### src/rtl/nx_mesh_trigger_ctrl_pkg.sv
`default_nettype none
// ============================================================================
// Module   : nx_mesh_trigger_ctrl_pkg
// Brief    : Shared types and defaults for the mesh trigger controller.
// Revision : 1.0 - initial release
// ============================================================================
package nx_mesh_trigger_ctrl_pkg;

  // Mesh scheduler states
  typedef enum logic [1:0] {
    STOPPED   = 2'd0,
    WAIT_IDLE = 2'd1,
    TRIGGER   = 2'd2,
    SETTLE    = 2'd3
  } mesh_ctrl_state_t;

  // Defaults: mesh idle must hold two registered cycles, and two cycles
  // after each trigger are ignored to cover node idle-register lag.
  localparam int unsigned DEFAULT_IDLE_STABLE   = 2;
  localparam int unsigned DEFAULT_SETTLE_CYCLES = 2;

  // Bits needed for a counter that runs 0..n-1 (at least one bit)
  function automatic int unsigned cnt_width(input int unsigned n);
    return (n > 1) ? $clog2(n) : 1;
  endfunction

endpackage
`default_nettype wire

### src/rtl/nx_mesh_idle_filter.sv
`default_nettype none
// ============================================================================
// Module   : nx_mesh_idle_filter
// Brief    : Registers the AND of all node idle flags and reports when that
//            registered idle has held for IDLE_STABLE consecutive cycles.
// Revision : 1.0 - initial release
// ============================================================================
module nx_mesh_idle_filter
  import nx_mesh_trigger_ctrl_pkg::*;
#(
  parameter int unsigned NODES       = 9,
  parameter int unsigned IDLE_STABLE = DEFAULT_IDLE_STABLE
) (
  input  logic             i_clk,
  input  logic             i_rst,
  input  logic [NODES-1:0] i_node_idle,
  input  logic             i_clear,
  output logic             o_mesh_idle,
  output logic             o_idle_stable
);

  localparam int unsigned            CNT_W       = cnt_width(IDLE_STABLE);
  localparam logic [CNT_W-1:0]       STABLE_LAST = CNT_W'(IDLE_STABLE - 1);

  logic             idle_d, idle_q;
  logic [CNT_W-1:0] stable_cnt_d, stable_cnt_q;

  // Next idle sample and stability count; the count saturates at its last
  // value so a held window keeps reporting stable until cleared.
  always_comb begin
    idle_d       = &i_node_idle;
    stable_cnt_d = stable_cnt_q;
    if (i_clear || !idle_q) begin
      stable_cnt_d = '0;
    end else if (stable_cnt_q != STABLE_LAST) begin
      stable_cnt_d = stable_cnt_q + CNT_W'(1);
    end
  end

  // Idle and stability registers
  always_ff @(posedge i_clk) begin
    if (i_rst) begin
      idle_q       <= 1'b0;
      stable_cnt_q <= '0;
    end else begin
      idle_q       <= idle_d;
      stable_cnt_q <= stable_cnt_d;
    end
  end

  assign o_mesh_idle   = idle_q;
  assign o_idle_stable = idle_q && (stable_cnt_q == STABLE_LAST);

endmodule
`default_nettype wire

### src/rtl/nx_mesh_trigger_ctrl.sv
`default_nettype none
// ============================================================================
// Module   : nx_mesh_trigger_ctrl
// Brief    : Mesh-level scheduler. Accepts a run of N cycles, waits for a
//            stable idle mesh, broadcasts one-cycle triggers and reports done
//            once the mesh has drained after the last trigger or a stop.
// Revision : 1.0 - initial release
// ============================================================================
module nx_mesh_trigger_ctrl
  import nx_mesh_trigger_ctrl_pkg::*;
#(
  parameter int unsigned ROWS          = 3,
  parameter int unsigned COLUMNS       = 3,
  parameter int unsigned CYCLE_W       = 24,
  parameter int unsigned IDLE_STABLE   = DEFAULT_IDLE_STABLE,
  parameter int unsigned SETTLE_CYCLES = DEFAULT_SETTLE_CYCLES
) (
  input  logic                    i_clk,
  input  logic                    i_rst,
  input  logic                    i_run_valid,
  input  logic [CYCLE_W-1:0]      i_run_cycles,
  output logic                    o_run_ready,
  input  logic                    i_stop,
  input  logic [ROWS*COLUMNS-1:0] i_node_idle,
  output logic                    o_trigger,
  output logic                    o_active,
  output logic                    o_done,
  output logic                    o_mesh_idle,
  output logic [CYCLE_W-1:0]      o_cycle_count
);

  localparam int unsigned      SET_W       = cnt_width(SETTLE_CYCLES);
  localparam logic [SET_W-1:0] SETTLE_LAST = SET_W'(SETTLE_CYCLES - 1);

  mesh_ctrl_state_t   state_d, state_q;
  logic [CYCLE_W-1:0] remaining_d, remaining_q;
  logic [CYCLE_W-1:0] count_d, count_q;
  logic [SET_W-1:0]   settle_cnt_d, settle_cnt_q;
  logic               done_d, done_q;
  logic               idle_stable;
  logic               filter_clear;

  // Stability window only runs in WAIT_IDLE, so every entry starts from zero
  assign filter_clear = (state_q != WAIT_IDLE);

  nx_mesh_idle_filter #(
    .NODES       (ROWS * COLUMNS),
    .IDLE_STABLE (IDLE_STABLE)
  ) u_idle_filter (
    .i_clk         (i_clk),
    .i_rst         (i_rst),
    .i_node_idle   (i_node_idle),
    .i_clear       (filter_clear),
    .o_mesh_idle   (o_mesh_idle),
    .o_idle_stable (idle_stable)
  );

  // Next-state, remaining/cycle counters and done pulse
  always_comb begin
    state_d      = state_q;
    remaining_d  = remaining_q;
    count_d      = count_q;
    settle_cnt_d = settle_cnt_q;
    done_d       = 1'b0;
    case (state_q)
      STOPPED: begin
        if (i_run_valid) begin
          if (i_run_cycles == '0) begin
            done_d = 1'b1;
          end else begin
            remaining_d = i_run_cycles;
            state_d     = WAIT_IDLE;
          end
        end
      end
      WAIT_IDLE: begin
        if (i_stop) begin
          remaining_d = '0;
        end
        if (idle_stable) begin
          if (remaining_q == '0) begin
            state_d = STOPPED;
            done_d  = 1'b1;
          end else if (!i_stop) begin
            // A stop arriving with the window met holds here; the next
            // cycle sees remaining==0 and finishes the drain.
            state_d = TRIGGER;
          end
        end
      end
      TRIGGER: begin
        remaining_d  = i_stop ? '0 : (remaining_q - CYCLE_W'(1));
        count_d      = count_q + CYCLE_W'(1);
        settle_cnt_d = '0;
        state_d      = SETTLE;
      end
      SETTLE: begin
        if (i_stop) begin
          remaining_d = '0;
        end
        if (settle_cnt_q == SETTLE_LAST) begin
          state_d = WAIT_IDLE;
        end else begin
          settle_cnt_d = settle_cnt_q + SET_W'(1);
        end
      end
      default: state_d = STOPPED;
    endcase
  end

  // Controller registers
  always_ff @(posedge i_clk) begin
    if (i_rst) begin
      state_q      <= STOPPED;
      remaining_q  <= '0;
      count_q      <= '0;
      settle_cnt_q <= '0;
      done_q       <= 1'b0;
    end else begin
      state_q      <= state_d;
      remaining_q  <= remaining_d;
      count_q      <= count_d;
      settle_cnt_q <= settle_cnt_d;
      done_q       <= done_d;
    end
  end

  assign o_run_ready   = (state_q == STOPPED);
  assign o_active      = (state_q != STOPPED);
  assign o_trigger     = (state_q == TRIGGER);
  assign o_done        = done_q;
  assign o_cycle_count = count_q;

endmodule
`default_nettype wire

### config.mk
export PLATFORM = sky130hd
export DESIGN_NAME = nx_mesh_trigger_ctrl
export DESIGN_NICKNAME = d
export VERILOG_FILES = /design/src/rtl/nx_mesh_trigger_ctrl_pkg.sv /design/src/rtl/nx_mesh_idle_filter.sv /design/src/rtl/nx_mesh_trigger_ctrl.sv
export SDC_FILE = /design/constraint.sdc
export NUM_CORES = 1
export LEC_CHECK = 0
export ABC_AREA = 1
export CAP_MARGIN = 20
export CORE_ASPECT_RATIO = 1.2
export CORE_MARGIN = 2
export CORE_UTILIZATION = 46
export DETAILED_ROUTE_END_ITERATION = 7
export DONT_BUFFER_PORTS = 1
export GPL_TIMING_DRIVEN = 0
export HOLD_SLACK_MARGIN = 0.15
export PLACE_DENSITY = 0.62
export REMOVE_ABC_BUFFERS = 1
export SKIP_CTS_REPAIR_TIMING = 1
export SLEW_MARGIN = 20
export SYNTH_ARGS = -nofsm -noshare
export SYNTH_HDL_FRONTEND = slang
export SYNTH_SLANG_ARGS = --single-unit
### constraint.sdc
create_clock -name i_clk -period 4.1 [get_ports i_clk]
set_input_delay 0.82 -clock i_clk [delete_from_list [all_inputs] [get_ports i_clk]]
set_output_delay 0.82 -clock i_clk [all_outputs]
set_load 0.005 [all_outputs]
==> results.md, run 1 <==
* CP startpoint kind: flop
* Clk_skew at 0.00555 ns
* Syn Inst Count at 561
* Root Buffer: clkbuf_8
* Vias at 3353
* CP arrival at 2.90 ns
* Clk buf depth at 2
* Worst VDD drop at 0.236 mV
* Fin crit share at 0.656
* Compound-Gate Fraction of Synth Area at 0.124
* CTS buffer count at 5
* XOR/XNOR Fraction of Synth Area at 0.0207
* CTS tree: done
* Pre-CTS WS at 1.17 ns
* DIE AREA at 8050 sq um
* Syn. warnings at 0
* Area added between synthesis and finish at 5.14%
* Post-Route Setup TNS at 0 ns
* Top_reg_cell synth: dfxtp_1
* Via/cell ratio at 5.18
* Final min period at 2.69 ns
* Mux cell area share after synthesis at 0
* Worst-margin pin slew at 0.937 ns
* Critical path's slowest cell: ha_1
* CP delay by family, top: simple AND/OR/NAND/NOR gates
* ANT cells at 0
* Htree depth at 2
* Placed Instance Area at 3430 sq um
* Crit. End Element: flop
* Clk pin slew, worst setup/hold paths at 0.10 ns
* HPWL after DPL at 6.22 mm
* GPL Wtd Cong at 0.798
* Design area at 3550 sq um
* Outcome: complete, no violations
* DRC Markers at 0
* GR Util met1 at 0.264
* Share of layout cells above drive strength 1 at 0.0431
* Largest family of logic cells by synthesized area: simple AND/OR/NAND/NOR gates
* Synth Area in Simple Gates at 0.419
* Pwr Total at 2230 uW
* Max-Cap Viols at 0
* Initial Util at 0.470
* Yosys cell types at 32
* Worst slew margin at 0.375
* Die width at 82.3 um
* P_leak at 0.00152 uW
* Final hold vios at 0
* Clock Latency Late Sink at 0.32 ns
* DRT antenna net count at 0
* Most common cell after layout, fill and taps aside: nand2_1
* Vias in the first global route at 3143
* WL final at 8.60 mm
* Slew Limit Fails at 0
* Synthesized flop and latch total at 54
* Hold Path Class: flop to flop
* Most frequent cells in the layout: 146 x nand2_1, 120 x nor2_1, 63 x inv_1, 54 x dfxtp_1, 35 x o21ai_0
* RSZ-0062 raised after global routing: false
* Area share of fa/ha/maj cells after synthesis at 0.0222
* Sequential area share after synthesis at 0.320
* Die Y at 97.9 um
* Worst path buffer plus inverter count at 3
* Final setup violation count at 0
* Cell Chain, Critical Path: inv_1 > ha_1 > inv_2 > nor2_2 > nand2_1 > nor2_1 > nand2_1 > nor2_4 > nor3_4 > buf_8 > nand2_1 > nor2_1 > nor2_1
* Drt first pass iters at 4
* Mapped Area at 3380 sq um
* Syn Area/Cell at 6.03 sq um
* DRT iter0 DRCs at 149
* PortBufs at 0
* EDFF count, synth at 0
* Post-synth ARST share at 0
* CTS sink count at 54
* PD cells at 627 nW/um^2
* Gr busiest metal: met2
* Largest net degree at the start of global routing at 33
* Max incr delay on CP at 0.53 ns
* Met2 Use GR at 0.388
* CP max FO at 21
* Highest clock rate at 372 MHz
* GRT met3 Usage at 0.0536
* Total Nets Final at 599
* Setup CP Type: flop to flop
* Rows at 34
* Setup ws final at 1.41 ns
* I/O pins at 66
* GR Overflow Total at 0
* Antenna violations before repair at 0
* Global-route wire length before repair at 14.2 mm
* WP data required at 4.31 ns
* Wirelength per Cell at 13.3 um
* Gr usage total at 0.221
* Core area at 7190 sq um
cell families (layout without fill, tap and decap cells):
family | Yosys count | count (layout)
adders and majority gates | 6 | 6
DFF | 54 | 54
AOI/OAI and AO/OA | 78 | 78
buffers and inverters | 80 | 76
xor gates and xnor gates | 8 | 8
and+or+nand+nor | 335 | 335
worst reg2reg max path, stage by stage (launching register included):
cell and delay [ns]:
dfxtp_1 0.40, inv_1 0.08, ha_1 0.53, inv_2 0.35
nor2_2 0.07, nand2_1 0.06, nor2_1 0.04, nand2_1 0.09
nor2_4 0.05, nor3_4 0.46, buf_8 0.24, nand2_1 0.07
nor2_1 0.10, nor2_1 0.05
synth_stat cells (4+ instances only):
cell / instances / share of area
nor2_1: 120 / 0.13
nand4_1: 8 / 0.015
clkbuf_1: 4 / 0.0044
dfxtp_1: 54 / 0.32
nand3_1: 33 / 0.049
buf_2: 5 / 0.0074
xnor2_1: 5 / 0.013
nand2_1: 146 / 0.16
nor3_1: 13 / 0.019
inv_1: 63 / 0.070
o21a_1: 5 / 0.011
o21ai_0: 35 / 0.052
a21oi_1: 31 / 0.046
ha_1: 6 / 0.022
inv_2: 4 / 0.0044
through the flow:
stage / utilization / cells / hold WS [ns]
3_3_place_gp: 0.477 / 638 / 0.440
6_report: 0.494 / 647 / 0.461
5_1_grt: 0.494 / 647 / 0.479
3_5_place_dp: 0.477 / 638 / 0.445
4_1_cts: 0.492 / 646 / 0.461
2_1_floorplan: - / 548 / 0.430
power breakdown:
group	internal, uW	switching, uW	leakage, uW
Sequential	631	113	0.000440
Clock	184	196	0.0000585
Combinational	360	745	0.00103
Total	1170	1050	0.00152
final timing paths:
check | start | end | slack [ns] | cells past startpoint
worst min register to register | settle_cnt_q | settle_cnt_q | 0.46 | 2
worst min-delay path | settle_cnt_q | settle_cnt_q | 0.46 | 2
worst max-delay path | state_q[0] | remaining_q[16] | 1.41 | 13
worst max register to register | state_q[0] | remaining_q[16] | 1.41 | 13
state kept, by name (all words and copies together), names as in the netlist:
register / flops
o_done: 1
settle_cnt_q: 1
o_cycle_count: 24
u_idle_filter.o_mesh_idle: 1
state_q: 2
u_idle_filter.stable_cnt_q: 1
remaining_q: 24
routing by layer:
metal  share of wire  vias to the layer above
li1                -                     1756
met1            0.43                     1503
met2            0.49                       85
met3           0.072                        9
met4           0.014                        0
met5               0                        -
area by class of cell:
class                   count  area, sq um
clock buffers               5         68.8
clock inverters             3         43.8
fillers                   785         3630
inverters                  67          251
multi-input cells         427         1980
flip-flops and latches     54         1080
well taps                  90          113
repair buffers              1         15.0
Note: power is estimated with default switching activity, not from simulation.
==> run 2: changes to the inputs <==
--- a/config.mk
+++ b/config.mk
@@ -5,7 +5,7 @@
 export SDC_FILE = /design/constraint.sdc
 export NUM_CORES = 1
 export LEC_CHECK = 0
-export ABC_AREA = 1
+export ABC_AREA = 0
 export CAP_MARGIN = 20
 export CORE_ASPECT_RATIO = 1.2
 export CORE_MARGIN = 2
==> constraint.sdc (replaced) <==
create_clock -name i_clk -period 2.75 [get_ports i_clk]
set_input_delay 0.55 -clock i_clk [delete_from_list [all_inputs] [get_ports i_clk]]
set_output_delay 0.55 -clock i_clk [all_outputs]
set_load 0.005 [all_outputs]
==> results.md, run 2 <==
* Setup CP Type: flop to flop (unchanged)
* Hold Path Class: input port to flop (was flop to flop)
* Fill cells at 664 (was 785)
* Inst Count DP at 436 (was 638)
* Placed Instance Area at 2970 sq um (was 3430 sq um)
* Worst VDD drop at 0.397 mV (was 0.236 mV)
* Critical path's slowest cell: or3b_4 (was ha_1)
* Root Buffer: clkbuf_8 (unchanged)
* Worst path buffer plus inverter count at 1 (was 3)
* Largest net degree at the start of global routing at 49 (was 33)
* PortBufs at 0 (unchanged)
* Reg area at 1080 sq um (unchanged)
* EDFF count, synth at 0 (unchanged)
* CP arrival at 2.72 ns (was 2.90 ns)
* Highest clock rate at 404 MHz (was 372 MHz)
* I/O pins at 66 (unchanged)
* Final setup violation count at 0 (unchanged)
* Post-Route Setup TNS at 0 ns (unchanged)
* Worst slew margin at 0.426 (was 0.375)
* Fin cells at 444 (was 647)
* GPL Wtd Cong at 0.804 (was 0.798)
* CTS sink count at 54 (unchanged)
* Clock Latency Late Sink at 0.31 ns (was 0.32 ns)
* Crit. End Element: flop (unchanged)
* CTS buffer count at 5 (unchanged)
* DIE AREA at 7060 sq um (was 8050 sq um)
* Total Nets Final at 404 (was 599)
* WP data required at 3.00 ns (was 4.31 ns)
* Via/cell ratio at 6.03 (was 5.18)
* Clk buf depth at 2 (unchanged)
* P_leak at 0.00109 uW (was 0.00152 uW)
* Wirelength per Cell at 16.7 um (was 13.3 um)
* DRT iter0 DRCs at 141 (was 149)
* CP max FO at 24 (was 21)
* Antenna violations before repair at 0 (unchanged)
* Syn Inst Count at 377 (was 561)
* Pwr Total at 2640 uW (was 2230 uW)
* DRC Markers at 0 (unchanged)
* Clk pin slew, worst setup/hold paths at 0.10 ns (about the same)
* Max-Cap Viols at 0 (unchanged)
* Sequential area share after synthesis at 0.367 (was 0.320)
* Initial Util at 0.480 (was 0.470)
* Top cell type's share of synthesized area at 0.367 (was 0.320)
* PD cells at 850 nW/um^2 (was 627 nW/um^2)
* HPWL after DPL at 5.04 mm (was 6.22 mm)
* Syn. warnings at 0 (unchanged)
* GR Overflow Total at 0 (unchanged)
* Final hold vios at 0 (unchanged)
* Core area at 6130 sq um (was 7190 sq um)
* Design area at 3110 sq um (was 3550 sq um)
* Synth top cells by count: 54 x dfxtp_1, 45 x nor2_1, 42 x nand2_1, 30 x a21oi_1, 23 x o21ai_0 (was 146 x nand2_1, 120 x nor2_1, 63 x inv_1, 54 x dfxtp_1, 35 x o21ai_0)
* RSZ-0062 raised after global routing: false (unchanged)
* Synthesized flop and latch total at 54 (unchanged)
* Util after Layout at 0.508 (was 0.494)
* Die Y at 91.6 um (was 97.9 um)
* WL final at 7.41 mm (was 8.60 mm)
* Footprint of the multi-input gates at 1770 sq um (was 1980 sq um)
* Max incr delay on CP at 0.56 ns (was 0.53 ns)
* Most common cell after layout, fill and taps aside: dfxtp_1 (was nand2_1)
* Clk_skew at 0.00804 ns (was 0.00555 ns)
* CP startpoint kind: flop (unchanged)
* Fin crit share at 0.901 (was 0.656)
* Worst-margin pin slew at 0.854 ns (was 0.937 ns)
* Most numerous cell in the Yosys netlist: dfxtp_1 (was nand2_1)
* Most frequent cells in the layout: 54 x dfxtp_1, 45 x nor2_1, 42 x nand2_1, 29 x a21oi_1, 23 x o21ai_0 (was 146 x nand2_1, 120 x nor2_1, 63 x inv_1, 54 x dfxtp_1, 35 x o21ai_0)
* Slew Limit Fails at 0 (unchanged)
* Outcome: complete, no violations (unchanged)
* Largest cells by area after synthesis: dfxtp_1 37%, nor2_1 5.7%, xor2_1 5.7%, nand2_1 5.4%, a21oi_1 5.1% (was dfxtp_1 32%, nand2_1 16%, nor2_1 13%, inv_1 7.0%, o21ai_0 5.2%)
* Vias at 2676 (was 3353)
* Die width at 77.0 um (was 82.3 um)
* Yosys cell types at 47 (was 32)
* ANT cells at 0 (unchanged)
* Share of layout cells above drive strength 1 at 0.0608 (was 0.0431)
* Vias in the first global route at 2572 (was 3143)
* Final min period at 2.48 ns (was 2.69 ns)
* Htree depth at 2 (unchanged)
* Syn Area/Cell at 7.81 sq um (was 6.03 sq um)
* Rows at 31 (was 34)
* DRT antenna net count at 0 (unchanged)
* Gr usage total at 0.213 (was 0.221)
* Area added between synthesis and finish at 5.70% (was 5.14%)
* Global-route wire length before repair at 12.3 mm (was 14.2 mm)
* CTS tree: done (unchanged)
* Mapped Area at 2940 sq um (was 3380 sq um)
* Area leader, netlist: dfxtp_1 (unchanged)
* CP delay by family, top: simple AND/OR/NAND/NOR gates (unchanged)
* Post-synth ARST share at 0 (unchanged)
* Top_reg_cell synth: dfxtp_1 (unchanged)
* Cell Chain, Critical Path: inv_1 > ha_2 > or3b_4 > or3_1 > o41ai_1 > nand2_1 > a21oi_1 (was inv_1 > ha_1 > inv_2 > nor2_2 > nand2_1 > nor2_1 > nand2_1 > nor2_4 > nor3_4 > buf_8 > nand2_1 > nor2_1 > nor2_1)
* Drt first pass iters at 5 (was 4)
-- run 2: worst paths after layout --
check | from | end | slack, ns | depth (start not counted)
setup reg to reg | state_q[0] | remaining_q[21] | 0.27 | 7
hold / removal | i_rst | o_cycle_count[5] | 0.30 | 1
hold reg to reg | settle_cnt_q | settle_cnt_q | 0.48 | 2
setup / recovery | state_q[0] | remaining_q[21] | 0.27 | 7
-- run 2: cells by family (layout without fill, tap and decap cells) --
logic type / after synthesis / count (layout) / synth area share
AOI/OAI and AO/OA: 93 / 93 / 0.202
DFF: 54 / 54 / 0.367
xor gates and xnor gates: 22 / 22 / 0.0655
adders and majority gates: 6 / 6 / 0.0255
and+or+nand+nor: 166 / 166 / 0.290
buffers and inverters: 34 / 19 / 0.0438
muxes: 2 / 2 / 0.00680
-- run 2: final cells by class --
type	count	area share
tap	82	0.0330
clock buffer	6	0.0233
sequential	54	0.348
timing repair buffer	1	0.00241
inverter	10	0.0121
multi-input combinational	289	0.570
clock inverter	2	0.0121
-- run 2: layer usage --
| layer | up-vias | global-route usage | part of all wire |
|---|---|---|---|
| met5 | - | 0 | 0 |
| met4 | 0 | 0.0580 | 0.012 |
| met3 | 6 | 0.0482 | 0.052 |
| met2 | 71 | 0.382 | 0.51 |
| met1 | 1268 | 0.254 | 0.43 |
| li1 | 1331 | - | - |
-- run 2: power by group --
group	leakage (uW)	internal, uW	switching (uW)
Sequential	0.000439	893	113
Clock	0.0000514	272	272
Combinational	0.000603	393	701
-- run 2: stage by stage --
step	hold WS [ns]	setup slack, ns
2_1_floorplan	0.441	0.203
3_3_place_gp	0.457	-0.798
3_5_place_dp	0.462	-0.544
4_1_cts	0.290	-0.597
5_1_grt	0.279	0.0505
6_report	0.299	0.272
